### config.mk
export PLATFORM = sky130hd
export DESIGN_NAME = sigmoid_plan_pipe
export DESIGN_NICKNAME = d
export VERILOG_FILES = /design/src/rtl/sigmoid_pkg.sv /design/src/rtl/sigmoid_pwl_seg.sv /design/src/rtl/sigmoid_reg_cell.sv /design/src/rtl/sigmoid_plan_pipe.sv
export SDC_FILE = /design/constraint.sdc
export NUM_CORES = 1
export LEC_CHECK = 0
export ABC_AREA = 1
export BUFFER_PORTS_ARGS = -buffer_cell sky130_fd_sc_hd__buf_4
export CAP_MARGIN = 20
export CORE_UTILIZATION = 45
export DETAILED_ROUTE_END_ITERATION = 10
export PLACE_DENSITY = 0.72
export SLEW_MARGIN = 20
export SYNTH_ARGS = -nofsm -noshare
export SYNTH_HDL_FRONTEND = slang
export SYNTH_SLANG_ARGS = --single-unit
export TNS_END_PERCENT = 10
### constraint.sdc
create_clock -name clk -period 3.8 [get_ports clk]
set_input_delay 0.38 -clock clk [delete_from_list [all_inputs] [get_ports clk]]
set_output_delay 0.38 -clock clk [all_outputs]
set_load 0.01 [all_outputs]
### src/rtl/sigmoid_pkg.sv
// Shared types and constants for the piecewise-linear sigmoid/tanh pipeline.
// Intercepts are stored in eighths so every stage can rescale them with a shift.
package sigmoid_pkg;

    typedef enum logic [1:0] {
        R_LT1,
        R_LT2,
        R_LE4
    } region_e;

    typedef enum logic {
        MODE_SIG,
        MODE_TANH
    } mode_e;

    // Segment breakpoints in integer units of the input format.
    localparam int unsigned BP_1 = 1;
    localparam int unsigned BP_2 = 2;
    localparam int unsigned BP_4 = 4;

    // Per-segment slope as a right shift (a/4, a/8, a/16).
    localparam int unsigned SH_LT1 = 2;
    localparam int unsigned SH_LT2 = 3;
    localparam int unsigned SH_LE4 = 4;

    // Intercepts 0.5, 0.625, 0.75 expressed in units of 2^-ICPT_FRAC.
    localparam int unsigned ICPT_FRAC = 3;
    localparam int unsigned ICPT_LT1  = 4;
    localparam int unsigned ICPT_LT2  = 5;
    localparam int unsigned ICPT_LE4  = 6;

    localparam int unsigned NUM_W = 51;

    // Transistor counts of the library cells used to build the datapath.
    localparam int unsigned TC_DFF_BIT = 28;
    localparam int unsigned TC_FA_BIT  = 28;
    localparam int unsigned TC_MUX_BIT = 12;
    localparam int unsigned TC_DECODE  = 24;

    function automatic int unsigned max_u(input int unsigned a, input int unsigned b);
        return (a > b) ? a : b;
    endfunction

endpackage

### src/rtl/sigmoid_pwl_seg.sv
// Combinational segment evaluator: p = intercept + magnitude >> slope, exact at PREC
// fraction bits. The slope is applied as a left shift of the rescaled magnitude.
module sigmoid_pwl_seg
    import sigmoid_pkg::*;
#(
    parameter int unsigned IN_W = 8,
    parameter int unsigned PREC = 15
) (
    input  logic [IN_W-1:0]  mag,
    input  region_e          region,
    output logic [PREC:0]    p,
    output logic [NUM_W-1:0] number
);

    localparam int unsigned FracIn = IN_W - 3;
    localparam int unsigned PW     = PREC + 1;

    logic [PW-1:0] mag_ext;
    logic [PW-1:0] slope_term;
    logic [PW-1:0] icpt;

    assign mag_ext = {{(PW - IN_W){1'b0}}, mag};

    // PREC >= FracIn + 4, so every segment shift is a non-negative left shift.
    always_comb begin
        slope_term = '0;
        icpt       = '0;
        case (region)
            R_LT1: begin
                slope_term = mag_ext << (PREC - FracIn - SH_LT1);
                icpt       = PW'(ICPT_LT1) << (PREC - ICPT_FRAC);
            end
            R_LT2: begin
                slope_term = mag_ext << (PREC - FracIn - SH_LT2);
                icpt       = PW'(ICPT_LT2) << (PREC - ICPT_FRAC);
            end
            default: begin
                slope_term = mag_ext << (PREC - FracIn - SH_LE4);
                icpt       = PW'(ICPT_LE4) << (PREC - ICPT_FRAC);
            end
        endcase
    end

    assign p = icpt + slope_term;

    assign number = NUM_W'(PW * TC_FA_BIT + 2 * PW * TC_MUX_BIT + TC_DECODE);

endmodule

### src/rtl/sigmoid_reg_cell.sv
// Parametrised enable register with synchronous active-low clear to zero.
// Reports its own transistor count so the top can total the datapath.
module sigmoid_reg_cell
    import sigmoid_pkg::*;
#(
    parameter int unsigned W = 1
) (
    input  logic             clk,
    input  logic             rst_n,
    input  logic             en,
    input  logic [W-1:0]     d,
    output logic [W-1:0]     q,
    output logic [NUM_W-1:0] number
);

    always_ff @(posedge clk) begin
        if (!rst_n) begin
            q <= '0;
        end else if (en) begin
            q <= d;
        end
    end

    assign number = NUM_W'(W) * NUM_W'(TC_DFF_BIT);

endmodule

### src/rtl/sigmoid_plan_pipe.sv
// Three-stage PLAN sigmoid/tanh unit with valid/ready on both sides and
// collapsing bubbles. Mode travels with each sample.
module sigmoid_plan_pipe
    import sigmoid_pkg::*;
#(
    parameter int unsigned IN_W  = 8,
    parameter int unsigned OUT_W = 16
) (
    input  logic             clk,
    input  logic             rst_n,
    input  logic             i_in_valid,
    output logic             o_in_ready,
    input  logic [IN_W-1:0]  i_x,
    input  logic             i_mode,
    output logic [OUT_W-1:0] o_y,
    output logic             o_out_valid,
    input  logic             i_out_ready,
    output logic [NUM_W-1:0] number
);

    localparam int unsigned FracIn = IN_W - 3;
    localparam int unsigned F      = OUT_W - 1;
    localparam int unsigned Prec   = max_u(FracIn + 4, F);
    localparam int unsigned W1     = IN_W + 4;
    localparam int unsigned W2     = Prec + 3;

    logic v1, v2, v3;
    logic en1, en2, en3;
    logic in_fire;

    assign en3         = !v3 || i_out_ready;
    assign en2         = !v2 || en3;
    assign en1         = !v1 || en2;
    assign o_in_ready  = rst_n && en1;
    assign o_out_valid = v3;
    assign in_fire     = i_in_valid && o_in_ready;

    // S1: magnitude, sign, region. Tanh doubles the magnitude and clamps at 4 (p = 1.0).
    logic            neg_d;
    logic [IN_W-1:0] abs_x;
    logic [IN_W:0]   dbl;
    logic [IN_W-1:0] mag_d;
    region_e         region_d;

    always_comb begin
        neg_d = i_x[IN_W-1];
        abs_x = neg_d ? (~i_x + IN_W'(1)) : i_x;
        dbl   = {abs_x, 1'b0};
        mag_d = abs_x;
        if (mode_e'(i_mode) == MODE_TANH) begin
            if (dbl >= ((IN_W + 1)'(BP_4) << FracIn)) begin
                mag_d = IN_W'(BP_4) << FracIn;
            end else begin
                mag_d = dbl[IN_W-1:0];
            end
        end
        if (mag_d < (IN_W'(BP_1) << FracIn)) begin
            region_d = R_LT1;
        end else if (mag_d < (IN_W'(BP_2) << FracIn)) begin
            region_d = R_LT2;
        end else begin
            region_d = R_LE4;
        end
    end

    logic [W1-1:0] s1_q;
    logic [NUM_W-1:0] num_v1, num_v2, num_v3, num_s1, num_s2, num_s3, num_seg;

    sigmoid_reg_cell #(.W(1)) u_v1 (
        .clk    (clk),
        .rst_n  (rst_n),
        .en     (en1),
        .d      (in_fire),
        .q      (v1),
        .number (num_v1)
    );

    sigmoid_reg_cell #(.W(W1)) u_s1 (
        .clk    (clk),
        .rst_n  (rst_n),
        .en     (in_fire),
        .d      ({mag_d, neg_d, region_d, i_mode}),
        .q      (s1_q),
        .number (num_s1)
    );

    // S2: segment evaluation.
    logic [Prec:0] p_seg;

    sigmoid_pwl_seg #(.IN_W(IN_W), .PREC(Prec)) u_seg (
        .mag    (s1_q[W1-1:4]),
        .region (region_e'(s1_q[2:1])),
        .p      (p_seg),
        .number (num_seg)
    );

    logic [W2-1:0] s2_q;

    sigmoid_reg_cell #(.W(1)) u_v2 (
        .clk    (clk),
        .rst_n  (rst_n),
        .en     (en2),
        .d      (v1),
        .q      (v2),
        .number (num_v2)
    );

    sigmoid_reg_cell #(.W(W2)) u_s2 (
        .clk    (clk),
        .rst_n  (rst_n),
        .en     (en2 && v1),
        .d      ({p_seg, s1_q[3], s1_q[0]}),
        .q      (s2_q),
        .number (num_s2)
    );

    // S3: reflect, floor to F bits, tanh = 2*y_s - 1 with saturation at +1.
    logic [Prec:0]    ys_full;
    logic [OUT_W-1:0] ys;
    logic [OUT_W:0]   tw;
    logic [OUT_W-1:0] y_d;

    always_comb begin
        ys_full = s2_q[1] ? (((Prec + 1)'(1) << Prec) - s2_q[W2-1:2]) : s2_q[W2-1:2];
        ys      = OUT_W'(ys_full >> (Prec - F));
        tw      = {ys, 1'b0} - ((OUT_W + 1)'(1) << F);
        y_d     = ys;
        if (mode_e'(s2_q[0]) == MODE_TANH) begin
            y_d = ys[F] ? {1'b0, {F{1'b1}}} : OUT_W'(tw);
        end
    end

    sigmoid_reg_cell #(.W(1)) u_v3 (
        .clk    (clk),
        .rst_n  (rst_n),
        .en     (en3),
        .d      (v2),
        .q      (v3),
        .number (num_v3)
    );

    sigmoid_reg_cell #(.W(OUT_W)) u_s3 (
        .clk    (clk),
        .rst_n  (rst_n),
        .en     (en3 && v2),
        .d      (y_d),
        .q      (o_y),
        .number (num_s3)
    );

    assign number = num_v1 + num_v2 + num_v3 + num_s1 + num_s2 + num_s3 + num_seg;

endmodule

==> results.ini, run 1 <==
[setup_path]
slowest_stage = dfxtp_1
r2r_setup_slack_ns = 1.90
path_max_fanout = 11
path_class = flop to flop
worstPathRequired_ns = 3.97
r2r_end = u_s2.q[16]
rr_worst_depth = 8
startpoint = u_s1.q[2]
cp-endpoint = u_s2.q[16]
path_cells = inv_1, nand2_1, inv_1, ha_1, ha_1, a21oi_1, xnor2_1, a21oi_1
cp.arrival_ns = 2.08
cp-start-kind = flop
r2r_start = u_s1.q[2]
end_kind = flop
slowest_delay_ns = 0.55

[sta]
worst_pin_slew_ns = 0.569
finalHoldViolCount = 0
fin_skew_ns = 0.0103
relSlewSlack = 0.621
setup_slack_ns = 1.90
rsz0062_at_grt = no
finalSetupTns_ns = 0
fin_crit_sh = 0.500
finalSetupViolations = 0
maxSlewViolCount = 0
fmax_mhz = 526
min_period_ns = 1.90

[job]
maxCapViolCount = 0

[layout]
final_cells = 460
syn2layout_area_growth_pct = 6.60
layout_commonest_cell = nand2_1
layout_common_cells = nand2_1 (67), conb_1 (51), dfxtp_1 (38), inv_1 (34), o21ai_0 (34)
drive_gt1_frac = 0.149
fin_nets = 404
design_area_um2 = 2730
diodes = 0
fillers = 587

[route]
wl_mm = 4.91
wl_per_cell_um = 10.7
via_count = 2195
route.detailed.drc = 0
drt_iter0_drc = 119
vias_per_cell = 4.77
drt-pass1-iter-count = 4
drtAntennaViolNets = 0

[die]
rows = 27
coreArea_um2 = 5510
die-width_um = 77.4
start_util = 0.464
num_io_pins = 82
fp.dieArea_um2 = 5990
die_y_um = 77.4

[clocking]
clkSinkCount = 38
ctsLongestPathBuffers = 2
cts_resized = 0
post_cts_buffers = 0
root_buffer = clkbuf_8
cts_hold_buf = 0
clk_pin_slew_ns = 0.08
clock_latency_ns = 0.30
cts_buffers = 5
htreeDepth = 2
cts_tree = built

[yosys]
synth-edff-count = 0
synth_area_um2 = 2560
synth_seq_area_share = 0.297
postSynthCellCount = 367
synth-async-reset-ratio = 0
ys_warn_count = 0
synth.avg_cell_area_um2 = 6.97
ys.flop_type = dfxtp_1
synth.distinct_cells = 38
synth-seq-cells = 38

[pwr]
power.leakage_uw = 0.00129
irDropWorstVdd_mv = 0.182
swShare = 0.281
power.density_nw_per_um2 = 380
clockPowerShare = 0.401
power.net_switching_uw = 291
comb_power_share = 0.175
cell_internal_pwr_uw = 744
seq_power_share = 0.425

[global_route]
grt_pass1_wl_mm = 8.52
grt_pass1_vias = 1942
antenna_found_initial = 0
grt_start_max_net_pins = 27
grt-ovfl-total = 0
grt_usage = 0.176

[place]
dp_worst_setup_slack_ns = 1.97
gp_congestion = 0.856
dp.cells = 452
dp_hpwl_mm = 3.63
placed_area_um2 = 2590
io_buffers = 30

[outcome]
outcome = complete, no violations

[hold_path]
hold_path_class = input port to flop

## synthesized netlist by cell type (all sizes together) (3+ instances only)
cell type / n / share of area
xor2: 4 / 0.014
clkbuf: 4 / 0.0064
ha: 4 / 0.020
inv: 36 / 0.053
o22ai: 5 / 0.012
a41oi: 3 / 0.010
nor2: 29 / 0.053
a211oi: 4 / 0.012
a22oi: 3 / 0.0088
nand3: 23 / 0.049
o21ai: 35 / 0.068
dfxtp: 38 / 0.30
nand4: 3 / 0.0073
buf: 62 / 0.18
nand2: 72 / 0.11
nor3: 5 / 0.012
a21oi: 25 / 0.055
## worst max-delay path, delay by kind of cell, from the launching register on
kind / cells / cell delay (ns)
AO/OA/AOI/OAI: 2 / 0.24
buffers and inverters: 2 / 0.29
adder cells (fa/ha/maj): 2 / 0.40
AND/OR/NAND/NOR: 1 / 0.15
flip-flops: 1 / 0.55
XOR/XNOR: 1 / 0.15
## worst min-delay path by stage
stage | startpoint | end | slack [ns] | cells after the start
detailed placement | u_s1.q[0] | u_s1.q[0] | 0.45 | 2
global route | i_x[0] | u_s1.q[4] | 0.37 | 3
floorplan | u_s1.q[0] | u_s1.q[0] | 0.44 | 2
CTS | i_x[0] | u_s1.q[4] | 0.34 | 3
global placement | u_s1.q[0] | u_s1.q[0] | 0.45 | 2
finish | i_x[0] | u_s1.q[4] | 0.34 | 3
## metal layers
| metal | routed length, µm | track usage |
|---|---|---|
| met5 | 0 | 0 |
| met3 | 202 | 0.0400 |
| met1 | 2340 | 0.221 |
| met4 | 97 | 0.0698 |
| met2 | 2270 | 0.289 |
## sequential cells by signal, summed over array words and instances (netlist names)
name	flops
u_s1.q	12
u_s2.q	12
u_s3.q	11
u_v1.q	1
u_v2.q	1
u_v3.q	1
## power by group through the flow
stage	sequential, µW	clock [µW]	combinational (µW)
2_1_floorplan	441	0	179
3_3_place_gp	448	0	176
3_5_place_dp	448	0	177
4_1_cts	439	419	180
5_1_grt	442	434	207
6_report	439	415	181
## kinds of logic (layout without fill, tap and decap cells)
| group | Yosys count | after routing | share of synthesized area |
|---|---|---|---|
| AND/OR/NAND/NOR | 133 | 133 | 0.235 |
| buffers and inverters | 102 | 74 | 0.236 |
| AO/OA/AOI/OAI | 82 | 82 | 0.189 |
| flip-flops | 38 | 38 | 0.297 |
| XOR/XNOR | 6 | 6 | 0.0205 |
| adder cells (fa/ha/maj) | 4 | 4 | 0.0196 |
| other | 2 | 51 | 0.00294 |
## metrics by stage
stage                     power [µW]  hold WS (ns)  utilization
after global placement           624         0.452        0.470
after detailed placement         625         0.454        0.470
final                           1030         0.336        0.495
after global routing            1080         0.366        0.495
after floorplan                  620         0.436            -
after CTS                       1040         0.336        0.495
## cell type report
type / count / area (µm²) / share of cell area
Sequential cell: 38 / 761 / 0.279
Clock inverter: 3 / 68.8 / 0.0252
Tap cell: 72 / 90.1 / 0.0330
Timing Repair Buffer: 30 / 225 / 0.0826
Multi-Input combinational cell: 276 / 1380 / 0.505
Clock buffer: 5 / 68.8 / 0.0252
Inverter: 36 / 135 / 0.0496
Note: power is estimated with default switching activity, not from simulation.
==> run 2: changes to the inputs <==
Clock period 3.8 ns to 1.77 ns, I/O delays scaled along.
==> run 2 against run 1 <==
Global-route usage rose by 0.15 points; clock skew fell by 0.0012 ns; sequential power rose by 110%; combinational power up 120%; cell count is 1.1% higher; critical path type unchanged; highest routed layer unchanged.
==> results.ini, run 2 (synthesis results as in run 1) <==
[global_route]
grt-ovfl-total = 0  ; unchanged
grt_usage = 0.177  ; was 0.176
grt_pass1_wl_mm = 8.58  ; was 8.52 mm
grt_pass1_vias = 1970  ; was 1,942
grt_start_max_net_pins = 27  ; unchanged
antenna_found_initial = 0  ; unchanged

[clocking]
clkSinkCount = 38  ; unchanged
cts_resized = 0  ; unchanged
cts_buffers = 5  ; unchanged
htreeDepth = 2  ; unchanged
ctsLongestPathBuffers = 2  ; unchanged
post_cts_buffers = 0  ; unchanged
root_buffer = clkbuf_8  ; unchanged
cts_tree = built  ; unchanged
clk_pin_slew_ns = 0.08  ; about the same
cts_hold_buf = 0  ; unchanged
clock_latency_ns = 0.30  ; about the same

[layout]
layout_common_cells = nand2_1 (67), conb_1 (51), dfxtp_1 (38), buf_4 (35)  ; was nand2_1 (67), conb_1 (51), dfxtp_1 (38), inv_1 (34), o21ai_0 (34)
fillers = 565  ; was 587
drive_gt1_frac = 0.160  ; was 0.149
largestRegisters = u_s1.q x12, u_s2.q x12, u_s3.q x11  ; unchanged
fin_nets = 409  ; was 404
diodes = 0  ; unchanged
syn2layout_area_growth_pct = 6.41  ; was 6.60%
layout_commonest_cell = nand2_1  ; unchanged

[die]
die-width_um = 77.4  ; unchanged
num_io_pins = 82  ; unchanged
rows = 27  ; unchanged
die_y_um = 77.4  ; unchanged
start_util = 0.464  ; unchanged
coreArea_um2 = 5510  ; unchanged
fp.dieArea_um2 = 5990  ; unchanged

[setup_path]
r2r_end = u_s2.q[16]  ; unchanged
r2r_start = u_s1.q[2]  ; unchanged
rr_worst_depth = 9  ; was 8
cp-start-kind = flop  ; unchanged
path_max_fanout = 4  ; was 11
worstPathRequired_ns = 1.95  ; was 3.97 ns
r2r_setup_slack_ns = 0.14  ; was 1.90 ns
cp.arrival_ns = 1.81  ; was 2.08 ns
path_class = flop to flop  ; unchanged
end_kind = flop  ; unchanged

[hold_path]
whs_endpoint = u_s1.q[4]  ; unchanged
hold_start = i_x[0]  ; unchanged
hold_path_class = input port to flop  ; unchanged
min_path_cells = 3  ; unchanged

[sta]
fin_crit_sh = 0.924  ; was 0.500
fmax_mhz = 612  ; was 526 MHz
finalSetupViolations = 0  ; unchanged
worst_hold_slack_ns = 0.131  ; was 0.336 ns
finalHoldViolCount = 0  ; unchanged
finalSetupTns_ns = 0  ; unchanged
fin_skew_ns = 0.00911  ; was 0.0103 ns
rsz0062_at_grt = no  ; unchanged
min_period_ns = 1.63  ; was 1.90 ns
maxSlewViolCount = 0  ; unchanged

[route]
wl_met2_mm = 2.31  ; was 2.27 mm
vias_per_cell = 4.82  ; was 4.77
wl_per_cell_um = 10.5  ; was 10.7 µm
top_layer_used = met4  ; unchanged
wl_mm = 4.90  ; was 4.91 mm
wl_met1_mm = 2.33  ; was 2.34 mm
drt-pass1-iter-count = 4  ; unchanged
drtAntennaViolNets = 0  ; unchanged
route.detailed.drc = 0  ; unchanged
wl_met3_um = 184  ; was 202 µm
drt_iter0_drc = 166  ; was 119
via_count = 2242  ; was 2,195

[pwr]
irDropWorstVdd_mv = 0.403  ; was 0.182 mV
comb_power_share = 0.204  ; was 0.175
cell_internal_pwr_uw = 1350  ; was 744 µW
clockPowerShare = 0.322  ; was 0.401
power.net_switching_uw = 624  ; was 291 µW
power.density_nw_per_um2 = 726  ; was 380 nW/µm²
swShare = 0.316  ; was 0.281
seq_power_share = 0.474  ; was 0.425
power.leakage_uw = 0.00130  ; was 0.00129 µW

[place]
dp_hpwl_mm = 3.73  ; was 3.63 mm
gp_congestion = 0.842  ; was 0.856
io_buffers = 30  ; unchanged

[job]
maxCapViolCount = 0  ; unchanged

[outcome]
outcome = complete, no violations  ; unchanged

## run 2: area by class of cell
cell class	instances	area (µm²)	area share
Timing Repair Buffer	35	263	0.0966
Sequential cell	38	761	0.280
Multi-Input combinational cell	276	1380	0.506
Clock inverter	2	12.5	0.00460
Inverter	36	135	0.0497
Tap cell	72	90.1	0.0331
Clock buffer	6	82.6	0.0303
## run 2: worst max-delay path, stage by stage (launching register included)
cell and delay [ns]:
dfxtp_1 0.33, inv_1 0.12, nand2_1 0.12, o22ai_1 0.14, nor2_1 0.06, ha_1 0.20, ha_1 0.18, a21oi_1 0.15
xnor2_1 0.13, a21oi_1 0.08
## run 2: per-layer routing
metal,up-vias,global-route usage
met2,63,0.292
met1,1028,0.225
met3,7,0.0329
met4,0,0.0755
li1,1144,-
met5,-,0
## run 2: how the worst max path moves through the flow
stage,startpoint,to,cells past startpoint
2_1_floorplan,u_s1.q[2],u_s2.q[16],8
3_3_place_gp,u_s1.q[2],u_s2.q[16],8
3_5_place_dp,u_s1.q[2],u_s2.q[16],9
4_1_cts,u_s1.q[2],u_s2.q[16],9
5_1_grt,u_s1.q[2],u_s2.q[16],9
6_report,u_s1.q[2],u_s2.q[16],9
## run 2: power by group through the flow
stage | Combinational [µW] | Sequential [µW] | Clock (µW)
detailed placement | 399 | 956 | 0
global route | 461 | 943 | 697
global placement | 394 | 954 | 0
floorplan | 384 | 947 | 0
CTS | 401 | 936 | 650
finish | 404 | 936 | 636
## run 2: stage by stage
| step | instance area (µm²) | utilization | total power, µW | instances | worst slack (ns) |
|---|---|---|---|---|---|
| floorplan | 2740 | - | 1330 | 416 | 0.299 |
| global placement | 2630 | 0.477 | 1350 | 457 | 0.242 |
| detailed placement | 2630 | 0.477 | 1350 | 457 | 0.177 |
| CTS | 2720 | 0.494 | 1990 | 465 | 0.162 |
| global route | 2720 | 0.494 | 2100 | 465 | 0.00950 |
| finish | 2720 | 0.494 | 1980 | 465 | 0.135 |
==> run 3: changes to the inputs <==
Settings changed: BUFFER_PORTS_ARGS -buffer_cell sky130_fd_sc_hd__buf_4 to unset, DONT_BUFFER_PORTS set to 1, PLACE_DENSITY 0.72 to unset.
==> run 3 against run 2 <==
Clock power up 14%; worst hold slack worse by 0.12 ns; utilization down 3.5 points; first-iteration DRC count down 54%; via count down 5.1%; die area unchanged; wire length down 1.9%; cell count down 6.0%; critical path type unchanged; highest routed layer unchanged.
==> results.ini, run 3 (synthesis results as in run 1) <==
[place]
gp_congestion = 0.853  ; was 0.842
dp_hpwl_mm = 3.72  ; was 3.73 mm
io_buffers = 0  ; was 30
placed_area_um2 = 2410  ; was 2630 µm²

[pwr]
swShare = 0.291  ; was 0.316
clockPowerShare = 0.359  ; was 0.322
power.net_switching_uw = 584  ; was 624 µW
power.density_nw_per_um2 = 795  ; was 726 nW/µm²
seq_power_share = 0.468  ; was 0.474
comb_power_share = 0.172  ; was 0.204
cell_internal_pwr_uw = 1420  ; was 1350 µW
irDropWorstVdd_mv = 0.521  ; was 0.403 mV
power.leakage_uw = 0.00116  ; was 0.00130 µW

[layout]
layout_commonest_cell = nand2_1  ; unchanged
diodes = 0  ; unchanged
largestRegisters = u_s1.q x12, u_s2.q x12, u_s3.q x11  ; unchanged
design_area_um2 = 2530  ; was 2720 µm²
fin_nets = 381  ; was 409
syn2layout_area_growth_pct = -1.17  ; was 6.41%
drive_gt1_frac = 0.0932  ; was 0.160
layout_common_cells = nand2_1 (67), conb_1 (51), dfxtp_1 (38), inv_1 (34), o21ai_0 (34)  ; was nand2_1 (67), conb_1 (51), dfxtp_1 (38), buf_4 (35)

[route]
wl_mm = 4.81  ; was 4.90 mm
drt-pass1-iter-count = 4  ; unchanged
drtAntennaViolNets = 0  ; unchanged
wl_per_cell_um = 11.0  ; was 10.5 µm
drt_iter0_drc = 76  ; was 166
via_count = 2128  ; was 2,242
vias_per_cell = 4.87  ; was 4.82
route.detailed.drc = 0  ; unchanged

[outcome]
outcome = complete, no violations  ; unchanged

[setup_path]
path_cells = inv_1, nand2_1, o22ai_1, nor2_1, ha_1, ha_1, a21oi_1, xnor2_1, a21oi_1  ; unchanged
path_max_fanout = 4  ; unchanged
cp-start-kind = flop  ; unchanged
crit_family = adder cells  ; unchanged
cp.arrival_ns = 1.76  ; was 1.81 ns
path_class = flop to flop  ; unchanged
end_kind = flop  ; unchanged
worstPathRequired_ns = 1.95  ; about the same
crit_buf_inv = 1  ; unchanged
slowest_delay_ns = 0.32  ; was 0.33 ns
slowest_stage = dfxtp_1  ; unchanged

[sta]
finalHoldViolCount = 0  ; unchanged
finalSetupTns_ns = 0  ; unchanged
fmax_mhz = 631  ; was 612 MHz
finalSetupViolations = 0  ; unchanged
fin_crit_sh = 0.895  ; was 0.924
maxSlewViolCount = 0  ; unchanged
fin_skew_ns = 0.00300  ; was 0.00911 ns
min_period_ns = 1.58  ; was 1.63 ns
rsz0062_at_grt = no  ; unchanged

[job]
maxCapViolCount = 0  ; unchanged

[clocking]
clock_latency_ns = 0.29  ; was 0.30 ns
ctsLongestPathBuffers = 2  ; unchanged
clk_pin_slew_ns = 0.07  ; was 0.08 ns
root_buffer = clkbuf_8  ; unchanged
clkSinkCount = 38  ; unchanged
htreeDepth = 2  ; unchanged
cts_resized = 0  ; unchanged
cts_buffers = 5  ; unchanged
cts_tree = built  ; unchanged

[die]
num_io_pins = 82  ; unchanged
die_y_um = 77.4  ; unchanged
coreArea_um2 = 5510  ; unchanged
rows = 27  ; unchanged
die-width_um = 77.4  ; unchanged
start_util = 0.464  ; unchanged
fp.dieArea_um2 = 5990  ; unchanged

[global_route]
grt-ovfl-total = 0  ; unchanged
grt_pass1_vias = 1922  ; was 1,970
grt_usage = 0.174  ; was 0.177
grt_pass1_wl_mm = 8.40  ; was 8.58 mm
antenna_found_initial = 0  ; unchanged
grt_start_max_net_pins = 27  ; unchanged

[hold_path]
hold_path_class = input port to flop  ; unchanged

[run 3: changes by cell type in the layout (fill, tap and decap cells not counted), sizes merged]
cell	before	now
buf	35	6
bufinv	0	1
clkbuf	6	5
clkinv	1	2
clkinvlp	1	0
dlygate4sd3	0	1
[run 3: path summary, 6_finish.rpt]
kind,from,end,slack (ns),depth (start not counted)
worst min-delay path,rst_n,u_s2.q[1],0.02,2
worst max-delay path,u_s1.q[2],u_s2.q[16],0.19,9
worst max register to register,u_s1.q[2],u_s2.q[16],0.19,9
worst min register to register,u_s1.q[0],u_s1.q[0],0.47,2
[run 3: power by group through the flow]
stage,combinational [µW],clock [µW],sequential [µW]
2_1_floorplan,384,0,947
3_3_place_gp,340,0,960
3_5_place_dp,341,0,960
4_1_cts,344,749,940
5_1_grt,399,783,947
6_report,346,722,941
[run 3: final cells by class]
class | instances | area, µm²
Fill cell | 588 | 2980
Multi-Input combinational cell | 276 | 1380
Sequential cell | 38 | 761
Inverter | 36 | 135
Tap cell | 72 | 90.1
Clock buffer | 5 | 68.8
Timing Repair Buffer | 7 | 55.1
Clock inverter | 3 | 40.0
[run 3: layer usage]
metal / vias to the layer above / part of all wire / global-route usage
met1: 959 / 0.48 / 0.221
met3: 8 / 0.057 / 0.0529
met5: - / 0 / 0
li1: 1094 / - / -
met2: 67 / 0.45 / 0.275
met4: 0 / 0.018 / 0.0660
[run 3: through the flow]
stage | std cells | utilization | power, µW | setup WS (ns) | hold WS (ns)
2_1_floorplan | 416 | - | 1330 | 0.299 | 0.325
3_3_place_gp | 428 | 0.437 | 1300 | 0.241 | 0.278
3_5_place_dp | 428 | 0.437 | 1300 | 0.211 | 0.285
4_1_cts | 437 | 0.459 | 2030 | 0.192 | 0.00441
5_1_grt | 437 | 0.459 | 2130 | 0.0538 | 0.000759
6_report | 437 | 0.459 | 2010 | 0.186 | 0.0154
[run 3: worst reg2reg max path, stage by stage, from the launching register on]
cell	delay [ns]
dfxtp_1	0.32
inv_1	0.11
nand2_1	0.11
o22ai_1	0.12
nor2_1	0.06
ha_1	0.19
ha_1	0.18
a21oi_1	0.14
xnor2_1	0.14
a21oi_1	0.08
[run 3: repair_timing]
| action | 4_1_cts | 5_1_grt |
|---|---|---|
| hold buffers | 1 | 0 |
| hold endpoints to repair | 1 | 0 |
| setup buffers | 0 | 0 |
